## src/rtl/scan_chain_ctrl.sv

```systemverilog
// Scan chain sequencer: serially loads a pattern into a falling-edge scan chain,
// runs one functional capture cycle, then unloads the captured contents.
//
// state     | meaning
// ----------+------------------------------------------------------------
// S_IDLE    | waiting for start; chain in functional mode
// S_LOAD    | CHAIN_LEN shift cycles, pattern MSB first on scan_in
// S_CAPTURE | one functional cycle; chain captures its D inputs
// S_UNLOAD  | CHAIN_LEN shift cycles, FILL on scan_in, scan_out sampled
// S_DONE    | one cycle, done pulse, unload_data valid
module scan_chain_ctrl #(
   parameter int unsigned CHAIN_LEN = 16,
   parameter logic        FILL      = 1'b0
) (
   input  logic                 CLK,
   input  logic                 RST,
   input  logic                 start,
   input  logic [CHAIN_LEN-1:0] load_data,
   output logic                 busy,
   output logic                 done,
   output logic [CHAIN_LEN-1:0] unload_data,
   output logic                 scan_en,
   output logic                 scan_in,
   input  logic                 scan_out,
   output logic                 capture
);

   localparam int unsigned   CW   = $clog2(CHAIN_LEN + 1);
   localparam logic [CW-1:0] LAST = CW'(CHAIN_LEN - 1);

   typedef enum logic [2:0] {
      S_IDLE    = 3'd0,
      S_LOAD    = 3'd1,
      S_CAPTURE = 3'd2,
      S_UNLOAD  = 3'd3,
      S_DONE    = 3'd4
   } state_t;

   state_t               r_state;
   state_t               w_next;
   logic [CW-1:0]        r_cnt;
   logic [CHAIN_LEN-1:0] r_load;
   logic [CHAIN_LEN-1:0] r_unload;
   logic [CHAIN_LEN-1:0] w_unload_next;
   logic                 w_tc;

   assign w_tc        = (r_cnt == LAST);
   assign unload_data = r_unload;

   // The first sample (flop CHAIN_LEN-1) must end up in the MSB after all shifts.
   if (CHAIN_LEN == 1) begin : g_unload_one
      assign w_unload_next = scan_out;
   end else begin : g_unload_many
      assign w_unload_next = {r_unload[CHAIN_LEN-2:0], scan_out};
   end

   always_ff @(posedge CLK) begin
      if (RST) begin
         r_state <= S_IDLE;
      end else begin
         r_state <= w_next;
      end
   end

   always_comb begin
      w_next = r_state;
      case (r_state)
         S_IDLE:    if (start) w_next = S_LOAD;
         S_LOAD:    if (w_tc) w_next = S_CAPTURE;
         S_CAPTURE: w_next = S_UNLOAD;
         S_UNLOAD:  if (w_tc) w_next = S_DONE;
         S_DONE:    w_next = S_IDLE;
         default:   w_next = S_IDLE;
      endcase
   end

   always_ff @(posedge CLK) begin
      if (RST) begin
         r_cnt    <= '0;
         r_load   <= '0;
         r_unload <= '0;
      end else begin
         case (r_state)
            S_IDLE: begin
               if (start) begin
                  r_load <= load_data;
                  r_cnt  <= '0;
               end
            end
            S_LOAD: begin
               r_load <= r_load << 1;
               r_cnt  <= w_tc ? '0 : r_cnt + CW'(1);
            end
            S_CAPTURE: begin
               r_unload <= w_unload_next;
            end
            S_UNLOAD: begin
               // The final unload shift carries nothing new, so it is not sampled.
               if (!w_tc) r_unload <= w_unload_next;
               r_cnt <= w_tc ? '0 : r_cnt + CW'(1);
            end
            default: begin
            end
         endcase
      end
   end

   // Pure decode of rising-edge registers, giving the falling-edge chain half a cycle of setup.
   always_comb begin
      busy    = 1'b1;
      done    = 1'b0;
      scan_en = 1'b0;
      scan_in = 1'b0;
      capture = 1'b0;
      case (r_state)
         S_IDLE:    busy = 1'b0;
         S_LOAD: begin
            scan_en = 1'b1;
            scan_in = r_load[CHAIN_LEN-1];
         end
         S_CAPTURE: capture = 1'b1;
         S_UNLOAD: begin
            scan_en = 1'b1;
            scan_in = FILL;
         end
         S_DONE:    done = 1'b1;
         default:   busy = 1'b0;
      endcase
   end

endmodule

```

## config.mk

```make
export PLATFORM = sky130hd
export DESIGN_NAME = scan_chain_ctrl
export DESIGN_NICKNAME = d
export VERILOG_FILES = /design/src/rtl/scan_chain_ctrl.sv
export SDC_FILE = /design/constraint.sdc
export NUM_CORES = 1
export LEC_CHECK = 0
export CAP_MARGIN = 0
export CORE_AREA = 3 3 90 92
export DETAILED_ROUTE_END_ITERATION = 6
export DIE_AREA = 0 0 93 95
export DONT_BUFFER_PORTS = 1
export PLACE_DENSITY = 0.54
export SYNTH_ARGS = -nofsm -noshare
export SYNTH_HDL_FRONTEND = slang
export SYNTH_SLANG_ARGS = --single-unit
```

## constraint.sdc

```tcl
create_clock -name CLK -period 1.46 [get_ports CLK]
set_input_delay 0.292 -clock CLK [delete_from_list [all_inputs] [get_ports CLK]]
set_output_delay 0.292 -clock CLK [all_outputs]
set_load 0.02 [all_outputs]
```

==> results.cfg, run 1 <==
[status]
run_status = finished, violations left
violations = negative setup slack

[routing]
drc = 0
vias = 2014
drt_pass1_iterations = 4
avgViaCountPerCell = 5.443
drtIter0Drc = 110
wl_per_cell_um = 16.73
ant_nets = 0
wirelength_mm = 6.191

[final_layout]
nets = 291
area_delta_synth_final_pct = 31.31
fillCellCount = 759
utilization_pct = 39.72
drive_gt1_share_pct = 42.44
diodes = 0
final_area_sq_mm = 0.002897

[floorplanning]
floorplan.initialDensity_pct = 30.25
die_area_sq_mm = 0.008835
die_h_um = 95
core_area_sq_mm = 0.007292
io_pins = 41
fp.dieW_um = 93
rows = 31

[synth]
ys.flop_type = dfxtp_1
yosysSeqAreaShare_pct = 36.30
ys_ff_latch = 40
synthTopCellsByCount = 40 x dfxtp_1, 21 x a22oi_1, 17 x a21oi_1, 17 x nand2_1, 16 x nor4bb_1
synth_most_common_cell = dfxtp_1
synth_cells = 244
synth-edff-count = 0
syn_area_per_cell_sq_um = 9.040
yosysTopAreaCell = dfxtp_1
async_reset_ff_share_pct = 0
synthDominantCellAreaShare_pct = 36.30
synth_nets = 265
yosysUniqueCellTypes = 45
yosys_warnings = 0
syn_area_sq_mm = 0.002206
synth.area.top_cells = dfxtp_1 36%, nor4bb_1 7.3%, a22oi_1 7.1%

[setup_path]
crit_slowest_cell = dfxtp_4
path_max_fanout = 5
worstSetupStartpointType = flip-flop
worstPathArrival_ns = 1.20
cp.required_ns = 1.17
crit_type = flip-flop to primary output
critical-path-top-delay-family = simple AND/OR/NAND/NOR gates
crit_path_end_kind = primary output
cp_cell_sequence = buf_6, nor3b_4, and2_4
critPathMaxStageDelay_ns = 0.37
cp_num_buf_inv = 1

[sta]
max_freq_mhz = 669.1
setup_viol = 3
hold_ws_ns = 0.08550
clock_skew_ns = 0.01039
finalCritPeriodShare_pct = 102.4
hold_viol = 0
layout_setup_ws_ns = -0.03457
worst_slew_pin_slew_ns = 0.4244
period_needed_ns = 1.495
rsz0062_at_grt = true
slew_viol_final = 0
max_slew_margin_pct = 71.32

[cts]
cts_tree = done
htree_levels = 2
clkTransAtPathRegs_ns = 0.08
cts-buffers-inserted = 5
clock_sinks = 40
clock_latency_ns = 0.30
cts_buffer_depth = 2
cts_root_buf = clkbuf_8

[grt]
antenna_found_initial = 0
overflow = 0
grt_first_pass_wirelength_mm = 9.942
grt_max_degree = 56
grt_pass1_vias = 2028
grt_usage_pct = 14.19

[placement]
gp_congestion = 0.7728
dp.final_hpwl_mm = 4.099
io_buffers = 0
place_area_sq_mm = 0.002489

[pwr]
p_leak_nw = 0.9318
peakVddDrop_uv = 413.4
p_per_area_mw_per_mm2 = 819.5

[flow_run]
cap_violations = 0

[min_path]
hp-class = input port to flip-flop
[sequential cells by signal, indices dropped and copies added (netlist names)]
| register | count |
|---|---|
| unload_data | 16 |
| r_state | 3 |
| r_cnt | 5 |
| r_load | 16 |
[worst paths after layout]
check / slack [ns] / cells past startpoint / from / endpoint
worst min register to register: 0.46 / 2 / r_load[13]$_SDFFE_PP0P_ / r_load[13]$_SDFFE_PP0P_
worst min-delay path: 0.09 / 1 / RST / r_cnt[3]$_SDFFE_PP0P_
worst max register to register: 0 / 5 / r_state[0]$_SDFFE_PP0P_ / r_cnt[3]$_SDFFE_PP0P_
worst max-delay path: -0.03 / 3 / r_state[1]$_SDFFE_PP0P_ / scan_in
[power by group]
group | internal (mW) | total, mW | switching [mW]
Combinational | 0.144 | 0.303 | 0.160
Sequential | 1.12 | 1.15 | 0.0288
Clock | 0.506 | 0.920 | 0.414
[cells by family after synthesis]
logic type / synth area share [%]
AOI/OAI and AO/OA: 24.62
xor gates and xnor gates: 0.3971
adders and majority gates: 0.5671
buffers and inverters: 9.132
DFF: 36.30
and+or+nand+nor: 28.98
[stage by stage]
stage | power, mW | instances | TNS [ns] | worst slack (ns)
final | 2.374 | 370 | -0.06879 | -0.03457
after global routing | 2.482 | 370 | -0.6135 | -0.1045
after CTS | 2.353 | 370 | -0.2984 | -0.04199
after detailed placement | 1.405 | 357 | 0 | 0.03901
after global placement | 1.401 | 357 | 0 | 0.05577
after floorplan | 1.359 | 244 | 0 | 0.0007755
[worst reg2reg max path, cell delays in order (launching register included)]
cell and delay, ns:
dfxtp_4 0.37, buf_6 0.12, or4b_4 0.57, buf_6 0.17, nand3_2 0.05, a31oi_1 0.08
[what timing repair did]
action                                  in CTS  in global routing
setup buffers                                5                  2
gates resized for setup                     20                 46
pin swaps                                    2                 37
endpoints found under the setup margin       5                 41
hold buffers                                 0                  0
[cell type report]
type                       instances  area, sq um  share of cell area, %
sequential                        40        812.0                  28.03
timing repair buffer              49        412.9                  14.25
clock buffer                       5        68.82                  2.376
tap                               99        123.9                  4.276
inverter                           8        32.53                  1.123
multi-input combinational        166         1404                  48.47
clock inverter                     3        42.54                  1.469
[layout by cell type, fill, tap and decap left out, drive strengths merged, types with 4 or more instances in the layout]
master / count
a32oi: 7
inv: 8
nand2b: 4
a22oi: 21
nor2b: 8
clkbuf: 5
nand2: 17
nand3: 26
nor4bb: 16
o311ai: 15
buf: 49
dfxtp: 40
a21oi: 17
[layer usage]
layer	up-vias	wire [um]	global-route usage (%)	part of all wire (%)
met4	0	48	4.029	0.78
met1	980	2802	17.22	45
met2	43	2965	24.24	48
met5	-	0	0	0
met3	4	375	4.382	6.1
li1	987	-	-	-
Note: power is estimated with default switching activity, not from simulation.
==> run 2, diff against run 1 <==
--- a/config.mk
+++ b/config.mk
@@ -10,6 +10,7 @@
 export DETAILED_ROUTE_END_ITERATION = 6
 export DIE_AREA = 0 0 93 95
 export DONT_BUFFER_PORTS = 1
+export MAX_ROUTING_LAYER = met4
 export PLACE_DENSITY = 0.54
 export SYNTH_ARGS = -nofsm -noshare
 export SYNTH_HDL_FRONTEND = slang
==> results.cfg, run 2 (synthesized netlist as in run 1, its figures left out) <==
[placement]
dp_cells = 357
gp_congestion = 0.7832
place_area_sq_mm = 0.002489
dp.final_hpwl_mm = 4.099
io_buffers = 0

[pwr]
p_per_area_mw_per_mm2 = 819.5
peakVddDrop_uv = 412.0
power_mw = 2.374
p_leak_nw = 0.9318

[cts]
cts-buffers-inserted = 5
cts_root_buf = clkbuf_8
clock_latency_ns = 0.30
htree_levels = 2
cts_buffer_depth = 2
cts_tree = done
clock_sinks = 40
clkTransAtPathRegs_ns = 0.08
ctsHoldBuffers = 0

[final_layout]
final_area_sq_mm = 0.002897
nets = 291
utilization_pct = 39.72
area_delta_synth_final_pct = 31.31
final_cells = 370
diodes = 0
fillCellCount = 759
layout_commonest_cell = buf_4
mostFrequentLayoutCells = 38 x buf_4, 37 x dfxtp_1, 16 x nor4bb_1, 16 x nand2_1
drive_gt1_share_pct = 42.44

[grt]
grt_first_pass_wirelength_mm = 9.949
grt_max_degree = 56
overflow = 0
antenna_found_initial = 0
grt_usage_pct = 14.60
grt_pass1_vias = 2026

[sta]
setup_viol = 3
rsz0062_at_grt = true
hold_ws_ns = 0.06672
hold_viol = 0
max_slew_margin_pct = 71.61
period_needed_ns = 1.495
slew_viol_final = 0
max_freq_mhz = 668.9
clock_skew_ns = 0.009899
layout_setup_ws_ns = -0.03492
worst_slew_pin_slew_ns = 0.4201
finalCritPeriodShare_pct = 102.4

[setup_path]
crit_type = flip-flop to primary output
crit_path_end_kind = primary output
cp_num_buf_inv = 1
worstSetupStartpointType = flip-flop
path_depth = 3
worstPathArrival_ns = 1.20
path_max_fanout = 5
r2r_cells = 5
cp_cell_sequence = buf_6, nor3b_4, and2_4
critPathMaxStageDelay_ns = 0.37
cp.required_ns = 1.17
crit_slowest_cell = dfxtp_4
critical-path-top-delay-family = simple AND/OR/NAND/NOR gates

[floorplanning]
die_area_sq_mm = 0.008835
floorplan.initialDensity_pct = 30.25
fp.dieW_um = 93
rows = 31
io_pins = 41
core_area_sq_mm = 0.007292
die_h_um = 95

[routing]
vias = 2014
wl_per_cell_um = 16.80
drtIter0Drc = 104
drt_pass1_iterations = 4
drc = 0
ant_nets = 0
avgViaCountPerCell = 5.443
wirelength_mm = 6.216

[status]
run_status = finished, violations left
violations = negative setup slack

[min_path]
hp-class = input port to flip-flop
holdPathStages = 1

[flow_run]
cap_violations = 0
==> run 2: cell counts in the layout (fill, tap and decap cells not counted) <==
No cell type changed its count.
==> run 2: repair_timing <==
| action | in CTS | in global routing |
|---|---|---|
| setup buffers | 5 | 2 |
| endpoints found under the hold margin | 0 | 0 |
| pin swaps | 2 | 37 |
| endpoints found under the setup margin | 5 | 41 |
| resized for setup | 20 | 46 |
==> run 2: through the flow <==
stage,TNS [ns],setup WS (ns)
2_1_floorplan,0,0.0007755
3_3_place_gp,0,0.05577
3_5_place_dp,0,0.03901
4_1_cts,-0.2984,-0.04199
5_1_grt,-0.6135,-0.1045
6_report,-0.07114,-0.03492
==> run 2: worst paths after layout <==
path,endpoint,startpoint,slack [ns]
setup / recovery,scan_in,r_state[1]$_SDFFE_PP0P_,-0.03
hold / removal,r_state[2]$_SDFFE_PP0P_,RST,0.07
setup reg to reg,r_cnt[3]$_SDFFE_PP0P_,r_state[0]$_SDFFE_PP0P_,0
hold reg to reg,r_load[13]$_SDFFE_PP0P_,r_load[13]$_SDFFE_PP0P_,0.46
==> run 2: worst reg2reg max path: cells and delay by family, from the launching register on <==
family / cells / cell delay, ns
flip-flops: 1 / 0.37
AO/OA/AOI/OAI: 1 / 0.08
buffers and inverters: 2 / 0.29
AND/OR/NAND/NOR: 2 / 0.62
==> run 2: final cells by class <==
cell class	instances	area, sq um	area share (%)
Multi-Input combinational cell	166	1404	48.47
Tap cell	99	123.9	4.276
Sequential cell	40	812.0	28.03
Inverter	8	32.53	1.123
Timing Repair Buffer	49	412.9	14.25
Clock buffer	5	68.82	2.376
Clock inverter	3	42.54	1.469
==> run 2: routing by layer <==
metal	part of all wire [%]	global-route usage, %	vias up
li1	-	-	989
met1	46	17.37	983
met2	48	24.18	38
met3	5.5	4.223	4
met4	0.82	4.029	0
met5	0	-	-
==> run 2: power by group <==
group | internal (mW) | total [mW] | switching (mW) | leakage, nW
logic | 0.144 | 0.303 | 0.159 | 0.550
clock network | 0.506 | 0.920 | 0.414 | 0.0541
registers | 1.12 | 1.15 | 0.0289 | 0.327
total | 1.77 | 2.37 | 0.602 | 0.932
==> run 3, diff against run 2 <==
--- a/config.mk
+++ b/config.mk
@@ -7,6 +7,7 @@
 export LEC_CHECK = 0
 export CAP_MARGIN = 0
 export CORE_AREA = 3 3 90 92
+export CTS_CLUSTER_SIZE = 40
 export DETAILED_ROUTE_END_ITERATION = 6
 export DIE_AREA = 0 0 93 95
 export DONT_BUFFER_PORTS = 1
==> results of run 3 <==
Same layout as run 2: the final DEF is identical, and so are final timing and power.
